**src/rtl/character_renderer.sv**
```systemverilog
// character_renderer: turns a stream of character codes into an AXI-Stream
// pixel stream. For each glyph row of each text line the block fetches every
// character of that line again, looks up the glyph row in an external font ROM,
// and shifts its pixels out MSB (leftmost) first.
// Optional feature macro: CHAR_RENDERER_SPACING_EN adds one background pixel
// after every glyph, so each character cell is FONT_WIDTH+1 pixels wide.
// FONT_HEIGHT must be at least 2 so the glyph-row field has at least one bit.
//
// Handshake: a pixel moves when o_axis_tvalid and i_axis_tready are both high
// on a rising edge; once tvalid is raised it, tdata, tuser and tlast hold until
// that transfer. On the character side, o_char_req_en stays high until the
// cycle in which i_char_rdy is sampled high, and i_char is taken in that cycle.
module character_renderer #(
  parameter int          FONT_WIDTH        = 5,
  parameter int          FONT_HEIGHT       = 8,
  parameter int          CHAR_IMAGE_WIDTH  = 80,
  parameter int          CHAR_IMAGE_HEIGHT = 34,
  parameter logic [23:0] FG_COLOR          = 24'hFFFFFF,
  parameter logic [23:0] BG_COLOR          = 24'h000000
) (
  input  logic                              clk,
  input  logic                              rst_n,
  input  logic                              i_frame_start_stb,
  output logic                              o_read_frame_stb,
  output logic                              o_char_req_en,
  input  logic                              i_char_rdy,
  input  logic [7:0]                        i_char,
  output logic [7+$clog2(FONT_HEIGHT):0]    o_font_addr,
  input  logic [FONT_WIDTH-1:0]             i_font_data,
  output logic [23:0]                       o_axis_tdata,
  output logic                              o_axis_tvalid,
  input  logic                              i_axis_tready,
  output logic                              o_axis_tuser,
  output logic                              o_axis_tlast,
  output logic                              o_busy,
  output logic                              o_frame_done
);

  localparam int ROW_W  = $clog2(FONT_HEIGHT);
  localparam int ADDR_W = 8 + ROW_W;
`ifdef CHAR_RENDERER_SPACING_EN
  // The spacing pixel is the extra column after the glyph.
  localparam int LAST_PIX = FONT_WIDTH;
`else
  localparam int LAST_PIX = FONT_WIDTH - 1;
`endif
  localparam int PIX_W  = (LAST_PIX > 0) ? $clog2(LAST_PIX + 1) : 1;
  localparam int CCOL_W = (CHAR_IMAGE_WIDTH > 1) ? $clog2(CHAR_IMAGE_WIDTH) : 1;
  localparam int CROW_W = (CHAR_IMAGE_HEIGHT > 1) ? $clog2(CHAR_IMAGE_HEIGHT) : 1;

  localparam logic [PIX_W-1:0]  PIX_LAST  = PIX_W'(LAST_PIX);
  localparam logic [CCOL_W-1:0] CCOL_LAST = CCOL_W'(CHAR_IMAGE_WIDTH - 1);
  localparam logic [ROW_W-1:0]  GROW_LAST = ROW_W'(FONT_HEIGHT - 1);
  localparam logic [CROW_W-1:0] CROW_LAST = CROW_W'(CHAR_IMAGE_HEIGHT - 1);

  typedef enum logic [2:0] {
    S_IDLE        = 3'd0,
    S_START       = 3'd1,
    S_REQ_CHAR    = 3'd2,
    S_FONT_LOOKUP = 3'd3,
    S_FONT_LATCH  = 3'd4,
    S_SHIFT_OUT   = 3'd5
  } state_t;

  state_t                state_q,     state_d;
  logic [PIX_W-1:0]      pix_col_q,   pix_col_d;
  logic [CCOL_W-1:0]     char_col_q,  char_col_d;
  logic [ROW_W-1:0]      glyph_row_q, glyph_row_d;
  logic [CROW_W-1:0]     char_row_q,  char_row_d;
  logic [7:0]            char_q,      char_d;
  logic [FONT_WIDTH-1:0] shift_q,     shift_d;
  logic [ADDR_W-1:0]     font_addr_q, font_addr_d;
  logic                  read_stb_q,  read_stb_d;
  logic                  req_en_q,    req_en_d;
  logic                  tvalid_q,    tvalid_d;
  logic                  done_q,      done_d;

  // Next-state and counter logic for the whole render sequence.
  always_comb begin
    state_d     = state_q;
    pix_col_d   = pix_col_q;
    char_col_d  = char_col_q;
    glyph_row_d = glyph_row_q;
    char_row_d  = char_row_q;
    char_d      = char_q;
    shift_d     = shift_q;
    font_addr_d = font_addr_q;
    read_stb_d  = 1'b0;
    req_en_d    = req_en_q;
    tvalid_d    = tvalid_q;
    done_d      = 1'b0;

    case (state_q)
      S_IDLE: begin
        if (i_frame_start_stb) begin
          read_stb_d  = 1'b1;
          pix_col_d   = '0;
          char_col_d  = '0;
          glyph_row_d = '0;
          char_row_d  = '0;
          state_d     = S_START;
        end
      end

      S_START: begin
        req_en_d = 1'b1;
        state_d  = S_REQ_CHAR;
      end

      S_REQ_CHAR: begin
        if (i_char_rdy) begin
          char_d      = i_char;
          req_en_d    = 1'b0;
          // Address goes out while in FONT_LOOKUP so the ROM row is ready in FONT_LATCH.
          font_addr_d = {i_char, glyph_row_q};
          state_d     = S_FONT_LOOKUP;
        end
      end

      S_FONT_LOOKUP: begin
        state_d = S_FONT_LATCH;
      end

      S_FONT_LATCH: begin
        // A NUL character always renders as background.
        shift_d   = (char_q == 8'h00) ? '0 : i_font_data;
        pix_col_d = '0;
        tvalid_d  = 1'b1;
        state_d   = S_SHIFT_OUT;
      end

      S_SHIFT_OUT: begin
        if (i_axis_tready) begin
          shift_d = shift_q << 1;
          if (pix_col_q != PIX_LAST) begin
            pix_col_d = pix_col_q + 1'b1;
          end else begin
            tvalid_d = 1'b0;
            if (char_col_q != CCOL_LAST) begin
              char_col_d = char_col_q + 1'b1;
              req_en_d   = 1'b1;
              state_d    = S_REQ_CHAR;
            end else if (glyph_row_q != GROW_LAST) begin
              char_col_d  = '0;
              glyph_row_d = glyph_row_q + 1'b1;
              req_en_d    = 1'b1;
              state_d     = S_REQ_CHAR;
            end else if (char_row_q != CROW_LAST) begin
              char_col_d  = '0;
              glyph_row_d = '0;
              char_row_d  = char_row_q + 1'b1;
              req_en_d    = 1'b1;
              state_d     = S_REQ_CHAR;
            end else begin
              done_d  = 1'b1;
              state_d = S_IDLE;
            end
          end
        end
      end

      default: begin
        state_d  = S_IDLE;
        req_en_d = 1'b0;
        tvalid_d = 1'b0;
      end
    endcase
  end

  // State, counters, datapath and registered outputs, with synchronous reset.
  always_ff @(posedge clk) begin
    if (!rst_n) begin
      state_q     <= S_IDLE;
      pix_col_q   <= '0;
      char_col_q  <= '0;
      glyph_row_q <= '0;
      char_row_q  <= '0;
      char_q      <= '0;
      shift_q     <= '0;
      font_addr_q <= '0;
      read_stb_q  <= 1'b0;
      req_en_q    <= 1'b0;
      tvalid_q    <= 1'b0;
      done_q      <= 1'b0;
    end else begin
      state_q     <= state_d;
      pix_col_q   <= pix_col_d;
      char_col_q  <= char_col_d;
      glyph_row_q <= glyph_row_d;
      char_row_q  <= char_row_d;
      char_q      <= char_d;
      shift_q     <= shift_d;
      font_addr_q <= font_addr_d;
      read_stb_q  <= read_stb_d;
      req_en_q    <= req_en_d;
      tvalid_q    <= tvalid_d;
      done_q      <= done_d;
    end
  end

  // Pixel outputs come straight from flops, so they hold while stalled.
  always_comb begin
    o_axis_tvalid = tvalid_q;
    o_axis_tdata  = '0;
    if (tvalid_q) o_axis_tdata = shift_q[FONT_WIDTH-1] ? FG_COLOR : BG_COLOR;
    o_axis_tuser  = tvalid_q && (pix_col_q == '0) && (char_col_q == '0) &&
                    (glyph_row_q == '0) && (char_row_q == '0);
    o_axis_tlast  = tvalid_q && (pix_col_q == PIX_LAST) && (char_col_q == CCOL_LAST);
    o_read_frame_stb = read_stb_q;
    o_char_req_en    = req_en_q;
    o_font_addr      = font_addr_q;
    o_busy           = (state_q != S_IDLE);
    o_frame_done     = done_q;
  end

endmodule
```
**config.mk**
```make
export PLATFORM = sky130hd
export DESIGN_NAME = character_renderer
export DESIGN_NICKNAME = d
export VERILOG_FILES = /design/src/rtl/character_renderer.sv
export SDC_FILE = /design/constraint.sdc
export NUM_CORES = 1
export LEC_CHECK = 0
export ABC_CLOCK_PERIOD_IN_PS = 2000
export CAP_MARGIN = 20
export CORE_MARGIN = 2
export CORE_UTILIZATION = 30
export CTS_BUF_LIST = sky130_fd_sc_hd__clkbuf_4 sky130_fd_sc_hd__clkbuf_8
export DETAILED_ROUTE_END_ITERATION = 10
export PLACE_DENSITY = 0.59
export SETUP_SLACK_MARGIN = 0.05
export SLEW_MARGIN = 10
export SYNTH_ARGS = -nofsm -noshare
export SYNTH_HDL_FRONTEND = slang
export SYNTH_SLANG_ARGS = --single-unit
```
**constraint.sdc**
```tcl
create_clock -name clk -period 2 [get_ports clk]
set_input_delay 0.4 -clock clk [delete_from_list [all_inputs] [get_ports clk]]
set_output_delay 0.4 -clock clk [all_outputs]
set_load 0.02 [all_outputs]
```
## Word level (Yosys, flattened, before mapping)

Index checks and enable logic that the tools add are counted.
W data, S select, Z words.

| storage, ports and cells | value |
|---|---|
| logic and storage cells | 120 |
| input port bits | 18 |
| flip-flop bits (word level) | 50 |
| output and inout bits | 42 |

| operators by class | value |
|---|---|
| equality and inequality tests | 21 |
| $add $sub $neg | 4 |
| mux-type cells | 49 |
| bitwise gates (word level) | 5 |
| reductions and logical operators | 29 |

Operators by type and width:

| cell | count |
|---|---|
| $mux W24 | 2 |
| $mux W7 | 6 |
| $mux W3 | 12 |
| $mux W6 | 6 |
| $pmux W3 S6 | 1 |
| $ne A2 B2 Y1 const B | 8 |
| $pmux W7 S2 | 1 |
| $pmux W6 S2 | 1 |
| $mux W1 | 10 |
| $mux W5 | 2 |
| $pmux W5 S2 | 1 |
| $reduce_and A5 Y1 | 2 |
| $eq A3 B3 Y1 const B | 3 |
| $logic_not A3 Y1 | 3 |
| $ne A3 B3 Y1 const B | 3 |
| $pmux W3 S3 | 1 |
| $logic_not A8 Y1 | 1 |
| $reduce_and A4 Y1 | 2 |
| $add A7 B1 Y7 const B | 1 |
| $eq A7 B7 Y1 const B | 1 |
| $logic_not A7 Y1 | 1 |
| $ne A7 B7 Y1 const B | 1 |
| $reduce_and A7 Y1 | 1 |
| $add A3 B1 Y3 const B | 2 |
| other kinds (20) | 36 |

## Longest topological paths before layout

Gate-level depths: netlist (run 1).

| depth | value |
|---|---|
| depth after elaboration | 7 |
| gate-level depth with buffers | 7 |
| gate-level depth less buffers | 7 |

## Worst setup path before layout (run 1)

Ideal clock, no wire load.

| timing path | value |
|---|---|
| path type | reg2out |
| start | reg char_row_q[2] |
| end | out o_axis_tuser |
| data required time | 1600 ps |
| arrival time | 1922 ps |
| path slack | -322 ps |
| cell stages (with the launch flop) | 4 |
| path buffers | 0 |
| cells stage by stage | dfxtp_1 -> or3_1 -> or4_1 -> nor4_1 |

| between the ends | value |
|---|---|
| word-level cells in the longest chain between the ends | 2 |

RTL lines:

| item | RTL line | text |
|---|---|---|
| start, declared | 69 | `logic [CROW_W-1:0] char_row_q, char_row_d;` |
| start signal, assigned | 190 | `char_row_q <= char_row_d;` |
| $logic_not A6 Y1 | 207 | `(glyph_row_q == '0) && (char_row_q == '0);` |
| $logic_and A1 B1 Y1 | 207 |  |
| end, declared | 33 | `output logic o_axis_tuser,` |

No other way between the ends.

## Final worst setup path (run 1)

| timing path | value |
|---|---|
| start | reg glyph_row_q[1] |
| end | out o_axis_tuser |

| between the ends | value |
|---|---|
| word-level cells in the longest chain between the ends | 3 |

RTL lines:

| item | RTL line | text |
|---|---|---|
| start, declared | 68 | `logic [ROW_W-1:0] glyph_row_q, glyph_row_d;` |
| start signal, assigned | 189 | `glyph_row_q <= glyph_row_d;` |
| $logic_not A3 Y1 | 207 |  |
| $logic_and A1 B1 Y1 | 206 | `o_axis_tuser = tvalid_q && (pix_col_q == '0) && (char_col_q == '0) &&` |
| $logic_and A1 B1 Y1 | 207 |  |

No other way between the ends.

==> flow_summary.json, run 1 <==
{
  "skew_ps": 4.171,
  "worst-endpoint-required_ps": 1600,
  "report.final.slew_viol_count": 0,
  "post_route_cells_drive_above_1_share_pct": 20.60,
  "r2r-start": "glyph_row_q[0]$_SDFFE_PN0P_",
  "seq_area_frac_synth_pct": 36.58,
  "unrepaired_setup_endpoints_after_global_routing": "yes",
  "fillerInstances": 723,
  "first_pass_grt_wire_length_um": 10140,
  "gp_congestion": 0.8854,
  "syn_to_final_growth_pct": 43.33,
  "floorplan.initialDensity_pct": 31.35,
  "preCtsSetupSlack_ps": -468.9,
  "synthArstFlopShare_pct": 0,
  "antenna_left": 0,
  "clkTransAtPathRegs_ps": 80,
  "finish.net_count": 391,
  "final_util_pct": 44.94,
  "ys_dominant_reg_cell": "sky130_fd_sc_hd__dfxtp_1",
  "tritoncts": "yes",
  "timing.hold.worst.class": "reg2reg",
  "max_cap_viol_count": 0,
  "post_synth_xor_area_fraction_pct": 1.524,
  "synth.largest_area_cell": "sky130_fd_sc_hd__dfxtp_1",
  "vdd.ir_drop.worst_mv": 0.2819,
  "post_synth.cell_area_avg_um2": 8.093,
  "clock_latency_ps": 290,
  "grt_antenna_before_repair": 0,
  "synth_top_family_by_area": "simple AND/OR/NAND/NOR gates",
  "peak_fanout_along_the_critical_path": 2,
  "power_per_cell_area_mw_per_mm2": 555.9,
  "cp-start-kind": "flip-flop",
  "fp.dieH_um": 91.53,
  "layout_worst_path_cycle_share_pct": 108.4,
  "routedWlPerCell_um": 13.16,
  "hpwl_um": 4620,
  "clockBufferDepth": 2,
  "yosys.cell_types.count": 48,
  "postSynthRegisterBits": 42,
  "net_count_after_synthesis": 312,
  "die_w_um": 91.53,
  "met2_usage_pct": 23.96,
  "finalWorstSetupSlack_ps": -168.0,
  "crit_path_top_delay_cell": "sky130_fd_sc_hd__or4_4",
  "final.hold.worst_slack_ps": 454.0,
  "cts-hold-fix-buffers": 0,
  "worst_path_dominant_cell_family": "simple AND/OR/NAND/NOR gates",
  "max_freq_mhz": 461.3,
  "synth_compound_area_share_pct": 18.78,
  "cts.sinks": 42,
  "r2r_setup_slack_ps": 160,
  "synthDominantCellAreaShare_pct": 36.58,
  "grt_util_met1_pct": 20.03,
  "worst_r2r_dst": "o_char_req_en$_SDFFE_PN0P_",
  "via_count": 2227,
  "cts_htree_levels": 2,
  "drt-total-wl_um": 6093,
  "basic_gate_share_of_the_synthesized_area_counting_and_or_nand_and_nor_cells_pct": 24.44,
  "setup_viol": 1,
  "r2r_cells": 8,
  "worst_path_largest_cell_delay_ps": 510,
  "core_area_mm2": 0.007331,
  "placement_rows": 31,
  "viasPerCell": 4.810,
  "static-leakage-power_nw": 1.486,
  "count_of_flip_flops_with_a_built_in_enable_after_synthesis": 0,
  "drt-initial-drc-count": 146,
  "grt_max_degree": 27,
  "first_global_vias": 2090,
  "critPathKind": "reg2out",
  "status": "complete, but fails checks",
  "crit_cells": 6,
  "detail_route.drc_violations": 0,
  "synth_fa_ha_area_share_pct": 5.444,
  "timing.slew.headroom_pct": 71.90,
  "crit_path_end": "o_axis_tuser",
  "timing.final.crit_period_ps": 2168,
  "pin_count": 60,
  "cp_data_arrival_time_ps": 1770,
  "worst_hold_path.num_cells": 2,
  "gr-total-overflow": 0,
  "syn_inst": 284,
  "yosysMostFrequentCell": "sky130_fd_sc_hd__dfxtp_1",
  "report.final.hold_viol_count": 0,
  "port_buffers": 59,
  "netlist_area_mm2": 0.002298,
  "grtUsageMet3_pct": 2.324,
  "globalRoute.busiestLayer": "met2",
  "critPathBufInv": 2,
  "cts-buffers-inserted": 5,
  "post_synth_mux_area_share_pct": 1.796,
  "antenna-diode-count": 0,
  "dieArea_mm2": 0.008378,
  "synthTopCellsByCount": "sky130_fd_sc_hd__dfxtp_1 (42), sky130_fd_sc_hd__nand2_1 (41), sky130_fd_sc_hd__nor2_1 (28), sky130_fd_sc_hd__a21oi_1 (23), sky130_fd_sc_hd__buf_4 (23)",
  "synth_area_leaders": "sky130_fd_sc_hd__dfxtp_1 (37%), sky130_fd_sc_hd__buf_4 (7.5%), sky130_fd_sc_hd__nand2_1 (6.7%)",
  "yosysWarnings": 0,
  "crit_chain": "inv_1 > ha_4 > nand4b_1 > or4_4 > nor4_4 > buf_4",
  "violated_checks": "setup timing",
  "root_buffer": "sky130_fd_sc_hd__clkbuf_8",
  "transition_time_at_the_pin_with_the_least_slew_margin_ps": 417.6,
  "worstSetupStartpoint": "glyph_row_q[1]$_SDFFE_PN0P_",
  "cp-end-kind": "output port",
  "drt_pass1_iterations": 4,
  "grt.total_usage_pct": 14.66
}
==> cell families after synthesis <==
group                    Yosys count
AO/OA/AOI/OAI                     64
XOR/XNOR                           4
adder cells (fa/ha/maj)           10
buffers and inverters             46
flip-flops                        42
multiplexers                       4
AND/OR/NAND/NOR                  114
==> state kept, by name, indices dropped and copies added (netlist names) <==
| name | cells |
|---|---|
| glyph_row_q | 3 |
| char_row_q | 6 |
| char_q | 8 |
| char_col_q | 7 |
| state_q | 3 |
| o_axis_tvalid | 1 |
| o_frame_done | 1 |
| o_char_req_en | 1 |
| o_font_addr | 3 |
| shift_q | 5 |
| pix_col_q | 3 |
| o_read_frame_stb | 1 |
==> where the power goes <==
group | internal, W | switching, W | total [W] | leakage (nW)
logic | 0.000149 | 0.000150 | 0.000299 | 1.09
clock network | 0.000367 | 0.000290 | 0.000657 | 0.0579
registers | 0.000853 | 0.0000214 | 0.000875 | 0.340
==> cells in the final DEF, fill, tap and decap left out, drive strengths merged, types with 4 or more instances in the layout <==
cell type / synthesis / routed
inv: 13 / 13
dfxtp: 42 / 42
a21oi: 23 / 23
o21ai: 11 / 11
clkbuf: 7 / 5
nor3: 4 / 4
and3: 7 / 7
buf: 26 / 48
a32o: 4 / 4
ha: 10 / 10
or3: 4 / 4
dlygate4sd2: 0 / 25
xor2: 4 / 4
nor2: 28 / 28
nand2: 41 / 41
a22oi: 6 / 6
nand3: 8 / 8
clkdlybuf4s50: 0 / 31
nor4: 4 / 4
==> timing repair <==
action / 4_1_cts / 5_1_grt
gates cloned: 0 / 0
pin swaps: 3 / 6
endpoints found under the hold margin: 0 / 0
endpoints found under the setup margin: 27 / 3
resized for setup: 36 / 12
buffers inserted: 1 / 1
==> worst min path at each step <==
stage | start | to | slack (ps)
floorplan | shift_q[0]$_SDFFE_PN0P_ | shift_q[0]$_SDFFE_PN0P_ | 450
global placement | o_char_req_en$_SDFFE_PN0P_ | o_char_req_en$_SDFFE_PN0P_ | 440
detailed placement | o_char_req_en$_SDFFE_PN0P_ | o_char_req_en$_SDFFE_PN0P_ | 450
CTS | o_font_addr[2]$_SDFFE_PN0P_ | o_font_addr[2]$_SDFFE_PN0P_ | 460
global route | o_font_addr[2]$_SDFFE_PN0P_ | o_font_addr[2]$_SDFFE_PN0P_ | 480
finish | o_font_addr[2]$_SDFFE_PN0P_ | o_font_addr[2]$_SDFFE_PN0P_ | 450
==> worst register-to-register path: stages (launching register included) <==
cell and delay, ps:
sky130_fd_sc_hd__dfxtp_2 330, sky130_fd_sc_hd__buf_4 130, sky130_fd_sc_hd__ha_1 180, sky130_fd_sc_hd__ha_1 220, sky130_fd_sc_hd__and3_1 200, sky130_fd_sc_hd__nand4b_4 140, sky130_fd_sc_hd__a21oi_1 80, sky130_fd_sc_hd__or3_1 340
sky130_fd_sc_hd__a21oi_1 150
==> routing by layer <==
layer | wire (um) | share of wire (%)
met3 | 205 | 3.4
met1 | 2864 | 47
met4 | 60 | 0.98
met5 | 0 | 0
met2 | 2963 | 49
==> per-stage QoR <==
stage | cells | cell area [um^2] | setup TNS [ps] | power (W)
after floorplan | 284 | 2317 | 0 | 0.001050
after global placement | 453 | 3161 | -1268 | 0.001192
after detailed placement | 453 | 3161 | -1563 | 0.001193
after CTS | 462 | 3246 | -212.0 | 0.001854
after global routing | 463 | 3294 | -272.8 | 0.001921
final | 463 | 3294 | -168.0 | 0.001831
==> area by class of cell <==
| class | instances | area [um^2] | area share (%) |
|---|---|---|---|
| inverter | 13 | 48.80 | 1.481 |
| multi-input combinational | 196 | 1257 | 38.17 |
| clock inverter | 3 | 40.04 | 1.215 |
| tap | 99 | 123.9 | 3.760 |
| timing repair buffer | 105 | 912.1 | 27.69 |
| clock buffer | 5 | 68.82 | 2.089 |
| sequential | 42 | 843.3 | 25.60 |
No activity file was read; power rests on OpenSTA's default activity.
==> run 2: changes to the inputs <==
- REMOVE_ABC_BUFFERS: unset -> 1
==> flow_summary.json, run 2 (synthesized netlist as in run 1, its figures left out) <==
{
  "report.final.hold_viol_count": 0,
  "power_frac_clock_pct": 33.0,
  "unrepaired_setup_endpoints_after_global_routing": "yes",
  "routedWlPerCell_um": 13.13,
  "skew_ps": 3.389,
  "max_cap_viol_count": 0,
  "first_global_vias": 2165,
  "power.share.switching_pct": 28.41,
  "seq_power_share_pct": 49.5,
  "switching_power_w": 0.0005003,
  "vdd.ir_drop.worst_mv": 0.2521,
  "first_pass_grt_wire_length_um": 9991,
  "worst-endpoint-required_ps": 1600,
  "hpwl_um": 4437,
  "dieArea_mm2": 0.008378,
  "finalWorstSetupSlack_ps": -213.8,
  "placedInstanceArea_mm2": 0.003119,
  "layout_commonest_cell": "sky130_fd_sc_hd__buf_4",
  "pin_count": 60,
  "worst_path_dominant_cell_family": "simple AND/OR/NAND/NOR gates",
  "layout_worst_path_cycle_share_pct": 110.7,
  "placement_rows": 31,
  "max_freq_mhz": 451.7,
  "critPathBufInv": 2,
  "drt-initial-drc-count": 78,
  "top_regs": "char_q: 8 flops, char_col_q: 7 flops, char_row_q: 6 flops",
  "timing.slew.headroom_pct": 60.59,
  "timing.hold.worst.class": "reg2reg",
  "die_w_um": 91.53,
  "p_comb_share_pct": 17.5,
  "cell_internal_pwr_w": 0.001261,
  "cp-end-kind": "output port",
  "critPathKind": "reg2out",
  "fp.dieH_um": 91.53,
  "violated_checks": "setup timing",
  "detail_route.drc_violations": 0,
  "floorplan.initialDensity_pct": 31.35,
  "crit_chain": "inv_2 > ha_4 > nand4b_1 > or4_4 > nor4_4 > buf_4",
  "cts-hold-fix-buffers": 0,
  "drt_pass1_iterations": 4,
  "cts.sinks": 42,
  "largest_register_ffs": 8,
  "grt.total_usage_pct": 14.66,
  "cts_htree_levels": 2,
  "syn_to_final_growth_pct": 41.97,
  "tritoncts": "yes",
  "cp_data_arrival_time_ps": 1810,
  "status": "complete, but fails checks",
  "crit_path_top_delay_cell": "sky130_fd_sc_hd__or4_4",
  "layout_common_cells": "sky130_fd_sc_hd__buf_4 (45), sky130_fd_sc_hd__nand2_1 (41), sky130_fd_sc_hd__dfxtp_1 (39)",
  "via_count": 2243,
  "peak_fanout_along_the_critical_path": 2,
  "grt_max_degree": 26,
  "cts-buffers-inserted": 5,
  "clockBufferDepth": 2,
  "finish.net_count": 390,
  "antenna_left": 0,
  "finalInstanceArea_mm2": 0.003263,
  "preCtsSetupSlack_ps": -602.4,
  "core_area_mm2": 0.007331,
  "setup_viol": 1,
  "power_per_cell_area_mw_per_mm2": 539.6,
  "report.final.slew_viol_count": 0,
  "antenna-diode-count": 0,
  "root_buffer": "sky130_fd_sc_hd__clkbuf_8",
  "static-leakage-power_nw": 1.458,
  "final.hold.worst_slack_ps": 454.1,
  "clkTransAtPathRegs_ps": 90,
  "port_buffers": 59,
  "post_route_total_power_w": 0.001761,
  "clock_latency_ps": 300,
  "grt_antenna_before_repair": 0,
  "finalSetupTns_ps": -213.8,
  "cp-start-kind": "flip-flop",
  "transition_time_at_the_pin_with_the_least_slew_margin_ps": 584.9,
  "timing.final.crit_period_ps": 2214,
  "gr-total-overflow": 0,
  "post_route_cells_drive_above_1_share_pct": 20.66,
  "viasPerCell": 4.855,
  "worst_path_largest_cell_delay_ps": 520,
  "gp_congestion": 0.8345,
  "largest_register": "char_q",
  "drt-total-wl_um": 6065
}
run 2: cell type report:
cell class | instances | area (um^2)
timing repair buffer | 104 | 902.1
clock buffer | 5 | 68.82
tap | 99 | 123.9
fill | 709 | 4068
sequential | 42 | 844.6
multi-input combinational | 196 | 1250
clock inverter | 3 | 25.02
inverter | 13 | 48.80
run 2: per-stage QoR:
| step | std cells | utilization, % |
|---|---|---|
| 2_1_floorplan | 251 | - |
| 3_3_place_gp | 450 | 42.55 |
| 3_5_place_dp | 450 | 42.55 |
| 4_1_cts | 459 | 44.07 |
| 5_1_grt | 462 | 44.51 |
| 6_report | 462 | 44.51 |
run 2: power by group through the flow:
stage               Combinational, W  Clock, W  Sequential (W)
floorplan                   0.000123         0        0.000910
global placement            0.000292         0        0.000892
detailed placement          0.000295         0        0.000891
CTS                         0.000298  0.000595        0.000871
global route                0.000337  0.000629        0.000874
finish                      0.000309  0.000581        0.000871
run 2: per-layer routing:
metal	vias up	track usage (%)	part of all wire, %
met1	1051	18.58	46
met2	53	24.63	48
met4	0	4.545	1.4
li1	1133	-	-
met3	6	3.320	4.3
met5	-	0	0
run 2: repair_timing:
action | CTS | global route
buffers inserted | 1 | 3
gates resized for setup | 47 | 4
pin swaps | 6 | 0
setup endpoints to repair | 28 | 12
run 2: worst reg2reg max path, cell delays in order (launching register included):
cell,delay [ps]
sky130_fd_sc_hd__dfxtp_2,330
sky130_fd_sc_hd__buf_4,130
sky130_fd_sc_hd__ha_1,190
sky130_fd_sc_hd__ha_1,230
sky130_fd_sc_hd__and3_1,210
sky130_fd_sc_hd__nand4b_4,150
sky130_fd_sc_hd__a21oi_1,90
sky130_fd_sc_hd__or3_1,340
sky130_fd_sc_hd__a21oi_1,150
run 2: worst paths after layout:
check | endpoint | cells past startpoint | start | slack [ps]
min reg2reg | o_char_req_en$_SDFFE_PN0P_ | 2 | o_char_req_en$_SDFFE_PN0P_ | 450
max reg2reg | o_char_req_en$_SDFFE_PN0P_ | 8 | glyph_row_q[0]$_SDFFE_PN0P_ | 110
min | o_char_req_en$_SDFFE_PN0P_ | 2 | o_char_req_en$_SDFFE_PN0P_ | 450
max | o_axis_tuser | 6 | glyph_row_q[1]$_SDFFE_PN0P_ | -210
